### src/rtl/pipe_hazard_ctrl.sv
// Pipeline sequencing controller for the 5-stage core: load-use stall, taken-branch flush,
// mul/div EX occupancy, plus saturating stall/flush performance counters.
module pipe_hazard_ctrl #(
    parameter int MD_LAT = 4,
    parameter int RA_W   = 5,
    parameter int CNT_W  = 16
) (
    input  logic             Clk,
    input  logic             Rst,
    input  logic             IdValid,
    input  logic [RA_W-1:0]  IdRs,
    input  logic [RA_W-1:0]  IdRt,
    input  logic             IdUseRs,
    input  logic             IdUseRt,
    input  logic             IdIsMd,
    input  logic             ExWreg,
    input  logic             ExM2reg,
    input  logic [RA_W-1:0]  ExRn,
    input  logic             BrTaken,
    output logic             PcEn,
    output logic             IfIdEn,
    output logic             IdExEn,
    output logic             IfIdFlushN,
    output logic             IdExFlushN,
    output logic             MdBusy,
    output logic [CNT_W-1:0] StallCnt,
    output logic [CNT_W-1:0] FlushCnt
);

    typedef enum logic {
        ST_RUN,
        ST_MDBUSY
    } state_t;

    // Busy countdown loads MD_LAT-1 so the front end freezes MD_LAT-1 cycles after issue.
    localparam logic [3:0] MD_INIT = 4'(MD_LAT - 1);

    state_t           state_q, state_d;
    logic [3:0]       md_cnt_q, md_cnt_d;
    logic [CNT_W-1:0] stall_cnt_q, flush_cnt_q;
    logic             stall_inc, flush_inc;
    logic             rs_hit, rt_hit, load_use;

    assign rs_hit   = IdUseRs && (IdRs == ExRn);
    assign rt_hit   = IdUseRt && (IdRt == ExRn);
    assign load_use = IdValid && ExM2reg && ExWreg && (ExRn != '0) && (rs_hit || rt_hit);

    // NOTE: every signal written here gets a default first, so no path can infer a latch.
    always_comb begin
        state_d    = state_q;
        md_cnt_d   = md_cnt_q;
        PcEn       = 1'b1;
        IfIdEn     = 1'b1;
        IdExEn     = 1'b1;
        IfIdFlushN = 1'b1;
        IdExFlushN = 1'b1;
        MdBusy     = 1'b0;
        stall_inc  = 1'b0;
        flush_inc  = 1'b0;

        if (Rst) begin
            PcEn       = 1'b0;
            IfIdEn     = 1'b0;
            IdExEn     = 1'b0;
            IfIdFlushN = 1'b0;
            IdExFlushN = 1'b0;
        end else begin
            unique case (state_q)
                ST_RUN: begin
                    if (BrTaken) begin
                        // The ID instruction is wrong-path; clear both registers.
                        IfIdFlushN = 1'b0;
                        IdExFlushN = 1'b0;
                        flush_inc  = 1'b1;
                    end else if (load_use) begin
                        PcEn       = 1'b0;
                        IfIdEn     = 1'b0;
                        IdExFlushN = 1'b0;
                        stall_inc  = 1'b1;
                    end else if (IdValid && IdIsMd) begin
                        md_cnt_d = MD_INIT;
                        state_d  = ST_MDBUSY;
                    end
                end

                ST_MDBUSY: begin
                    // EX holds the mul/div op, so branch and load-use inputs are ignored.
                    PcEn      = 1'b0;
                    IfIdEn    = 1'b0;
                    IdExEn    = 1'b0;
                    MdBusy    = 1'b1;
                    stall_inc = 1'b1;
                    md_cnt_d  = md_cnt_q - 4'd1;
                    if (md_cnt_q == 4'd1) begin
                        state_d = ST_RUN;
                    end
                end

                default: begin
                    state_d = ST_RUN;
                end
            endcase
        end
    end

    // NOTE: sequential state uses non-blocking assignments so all registers update together.
    always_ff @(posedge Clk) begin
        if (Rst) begin
            state_q     <= ST_RUN;
            md_cnt_q    <= '0;
            stall_cnt_q <= '0;
            flush_cnt_q <= '0;
        end else begin
            state_q  <= state_d;
            md_cnt_q <= md_cnt_d;
            if (stall_inc && (stall_cnt_q != '1)) begin
                stall_cnt_q <= stall_cnt_q + 1'b1;
            end
            if (flush_inc && (flush_cnt_q != '1)) begin
                flush_cnt_q <= flush_cnt_q + 1'b1;
            end
        end
    end

    assign StallCnt = stall_cnt_q;
    assign FlushCnt = flush_cnt_q;

endmodule

### config.mk
export PLATFORM = sky130hd
export DESIGN_NAME = pipe_hazard_ctrl
export DESIGN_NICKNAME = d
export VERILOG_FILES = /design/src/rtl/pipe_hazard_ctrl.sv
export SDC_FILE = /design/constraint.sdc
export NUM_CORES = 1
export LEC_CHECK = 0
export ABC_AREA = 1
export BUFFER_PORTS_ARGS = -buffer_cell sky130_fd_sc_hd__buf_2
export CORE_MARGIN = 2
export CORE_UTILIZATION = 55
export DETAILED_ROUTE_END_ITERATION = 12
export GPL_ROUTABILITY_DRIVEN = 0
export HOLD_SLACK_MARGIN = 0.1
export PLACE_DENSITY = 0.89
export REMOVE_ABC_BUFFERS = 1
export SYNTH_ARGS = -nofsm -noshare
export SYNTH_HDL_FRONTEND = slang
export SYNTH_SLANG_ARGS = --single-unit
### constraint.sdc
create_clock -name Clk -period 3.9 [get_ports Clk]
set_input_delay 0.78 -clock Clk [delete_from_list [all_inputs] [get_ports Clk]]
set_output_delay 0.78 -clock Clk [all_outputs]
set_load 0.1 [all_outputs]
==> run summary <==
status -> finished, final reports clean
TritonCTS clock tree -> yes
placed cell count -> 475
Worst setup SP type -> primary input
post-DR vias/cell -> 5.40
I/O Buffers -> 61
Max FO, Critical Path -> 4
share of power burned in registers -> 48.6%
Crit path arrival time -> 2.08 ns
Peak Freq -> 350 MHz
fin nets -> 460
period utilization -> 73.3%
slowest stage cell, crit path -> buf_2
leakage -> 0.00141 uW
# diodes -> 0
sw power -> 255 uW
GR Overflow Total -> 0
Combinational Power Share -> 16.8%
Mapped Area -> 0.00234 mm^2
Critical path buffers and inverters -> 3
Crit path required time -> 3.12 ns
final core utilization -> 68.8%
Synth top area share -> 31.6%
top post-synthesis cells by area -> dfxtp_1 32%, nand2_1 16%, inv_1 7.8%
crit path kind -> primary input to output pin
Synth Register Bits -> 37
placed instance area -> 0.00270 mm^2
post-CTS sizing -> 0
Slew @ Worst Pin -> 0.523 ns
num rows -> 23
TNS Setup -> 0 ns
total power -> 801 uW
global-route usage over all layers -> 25.2%
internal cell power -> 546 uW
DIE AREA -> 0.00480 mm^2
Max Cap Viol -> 0
number of CTS-inserted buffers -> 5
share of layout cells above drive strength 1 -> 19.2%
Syn Area/Cell -> 6.28 um^2
sequential cell area -> 741 um^2
post-synth top area cell -> dfxtp_1
register area share after synthesis -> 31.6%
DRT Wirelength -> 5900 um
clk root buf -> clkbuf_8
antenna violations before repair -> 0
DP Wirelength -> 4300 um
Post-CTS Hold Fix Bufs -> 0
synth warn -> 0
final non-filler cell total -> 483
Tmin final -> 2.86 ns
first-pass GRT wire length -> 10,200 um
Synth async-reset ratio -> 0%
Initial Util -> 57.8%
Die Width -> 69.3 um
Yosys cell types -> 27
Vias -> 2,608
Slew Limit Fails -> 0
Final Hold Viols -> 0
Routed Antenna Nets -> 0
Placeable Area -> 0.00406 mm^2
Clk Latency, worst-skew pair -> 0.30 ns
max_slew headroom -> 65.1%
# clock sinks -> 37
CTS Buffer Depth -> 2
Clk pwr share -> 34.7%
RSZ-0062 raised after global routing -> no
Mapped Cells -> 373
Crit. End Element -> output pin
Hold Path Class -> flip-flop to flip-flop
peak supply drop -> 225 uV
Crit path largest cell delay -> 0.45 ns
commonest cells in the netlist -> 103 x nand2_1, 49 x inv_1, 43 x nor2_1
Ports -> 62
pin count of the biggest net entering global routing -> 32
# Post-CTS Setup Buffers -> 0
CP top delay family -> buffers and inverters
Worst-path clk slew -> 0.08 ns
most numerous cell in the Yosys netlist -> nand2_1
CP Cell Sequence -> buf_2, inv_1, nand2_1, nand2_1, nor2_1, nand3_1, nand2_1, nand2_1, nand2_1, a21oi_1, buf_2
Area Overhead vs Synth -> 19.1%
vias in the first global route -> 2,439
# fillers -> 363
dominant synthesized flop cell -> dfxtp_1
Switching Share -> 31.9%
DRT iter0 DRCs -> 247
drc violations -> 0
EDFF count, synth -> 0
die height -> 69.3 um
H-tree levels -> 2
most used cell, CP -> nand2_1
Setup Skew -> 0.00244 ns
power density over the cells -> 287 mW/mm^2
WL per Instance -> 12.2 um
final instance area -> 0.00279 mm^2
drt first pass iters -> 4
Multi-input gate area -> 0.00133 mm^2
final setup violation count -> 0
state kept, by name, indices dropped and copies added (netlist names):
| name | count |
|---|---|
| FlushCnt | 16 |
| state_q | 1 |
| StallCnt | 16 |
| md_cnt_q | 4 |
cells by family after synthesis:
family                   after synthesis  synth area share (%)
AND/OR/NAND/NOR                      208                  40.6
buffers and inverters                 67                  11.5
AO/OA/AOI/OAI                         45                  9.66
flip-flops                            37                  31.6
XOR/XNOR                              12                  4.49
adder cells (fa/ha/maj)                4                  2.14
layout by cell type, fill, tap and decap left out, types with 2 or more instances in the layout:
cell	n
buf_2	59
xor2_1	9
o21ai_0	13
clkbuf_8	5
ha_1	4
inv_2	6
nor3_1	5
xnor2_1	3
nand4_1	26
dfxtp_1	37
buf_4	3
nand2_1	103
a21oi_1	30
nand3_1	22
nor2_1	43
inv_1	49
nor4_1	2
buf_12	2
through the flow:
step | setup WS, ns | hold WS (ns)
after global placement | 1.11 | 0.477
final | 1.04 | 0.499
after floorplan | -1.34 | 0.465
after global routing | 0.913 | 0.521
after detailed placement | 1.04 | 0.483
after CTS | 1.04 | 0.500
power groups by stage:
stage,Combinational (uW),Clock [uW],Sequential (uW)
6_report,134,278,389
5_1_grt,146,296,390
4_1_cts,134,285,389
3_5_place_dp,134,0,398
3_3_place_gp,130,0,398
2_1_floorplan,72.6,0,413
area by class of cell:
type	count	share of cell area [%]
clock buffers	5	2.47
clock inverters	3	0.762
inverters	55	7.40
multi-input cells	269	47.8
flip-flops and latches	37	26.5
well taps	50	2.24
repair buffers	64	12.8
final timing paths:
path / startpoint / end / slack (ns) / cells past startpoint
worst max-delay path: ExRn[3] / IfIdEn / 1.04 / 11
worst min-delay path: FlushCnt[8]$_SDFFE_PP0P_ / FlushCnt[8]$_SDFFE_PP0P_ / 0.50 / 2
worst max register to register: StallCnt[0]$_SDFFE_PP0P_ / StallCnt[14]$_SDFFE_PP0P_ / 1.88 / 9
worst min register to register: FlushCnt[8]$_SDFFE_PP0P_ / FlushCnt[8]$_SDFFE_PP0P_ / 0.50 / 2
worst register-to-register path, stage by stage, from the launching register on:
cell,delay [ns]
dfxtp_1,0.41
ha_1,0.22
nand2_1,0.12
nor3_4,0.31
nand3b_4,0.15
nor2_8,0.14
inv_2,0.13
nand3_2,0.23
nand2_1,0.09
a21oi_1,0.15
layer usage:
| metal | global-route usage [%] | part of all wire, % | vias up |
|---|---|---|---|
| li1 | - | - | 1321 |
| met2 | 44.6 | 51 | 93 |
| met3 | 6.10 | 6.4 | 10 |
| met5 | 0 | 0 | - |
| met1 | 29.0 | 41 | 1184 |
| met4 | 10.0 | 1.5 | 0 |
No activity file was read; power rests on OpenSTA's default activity.
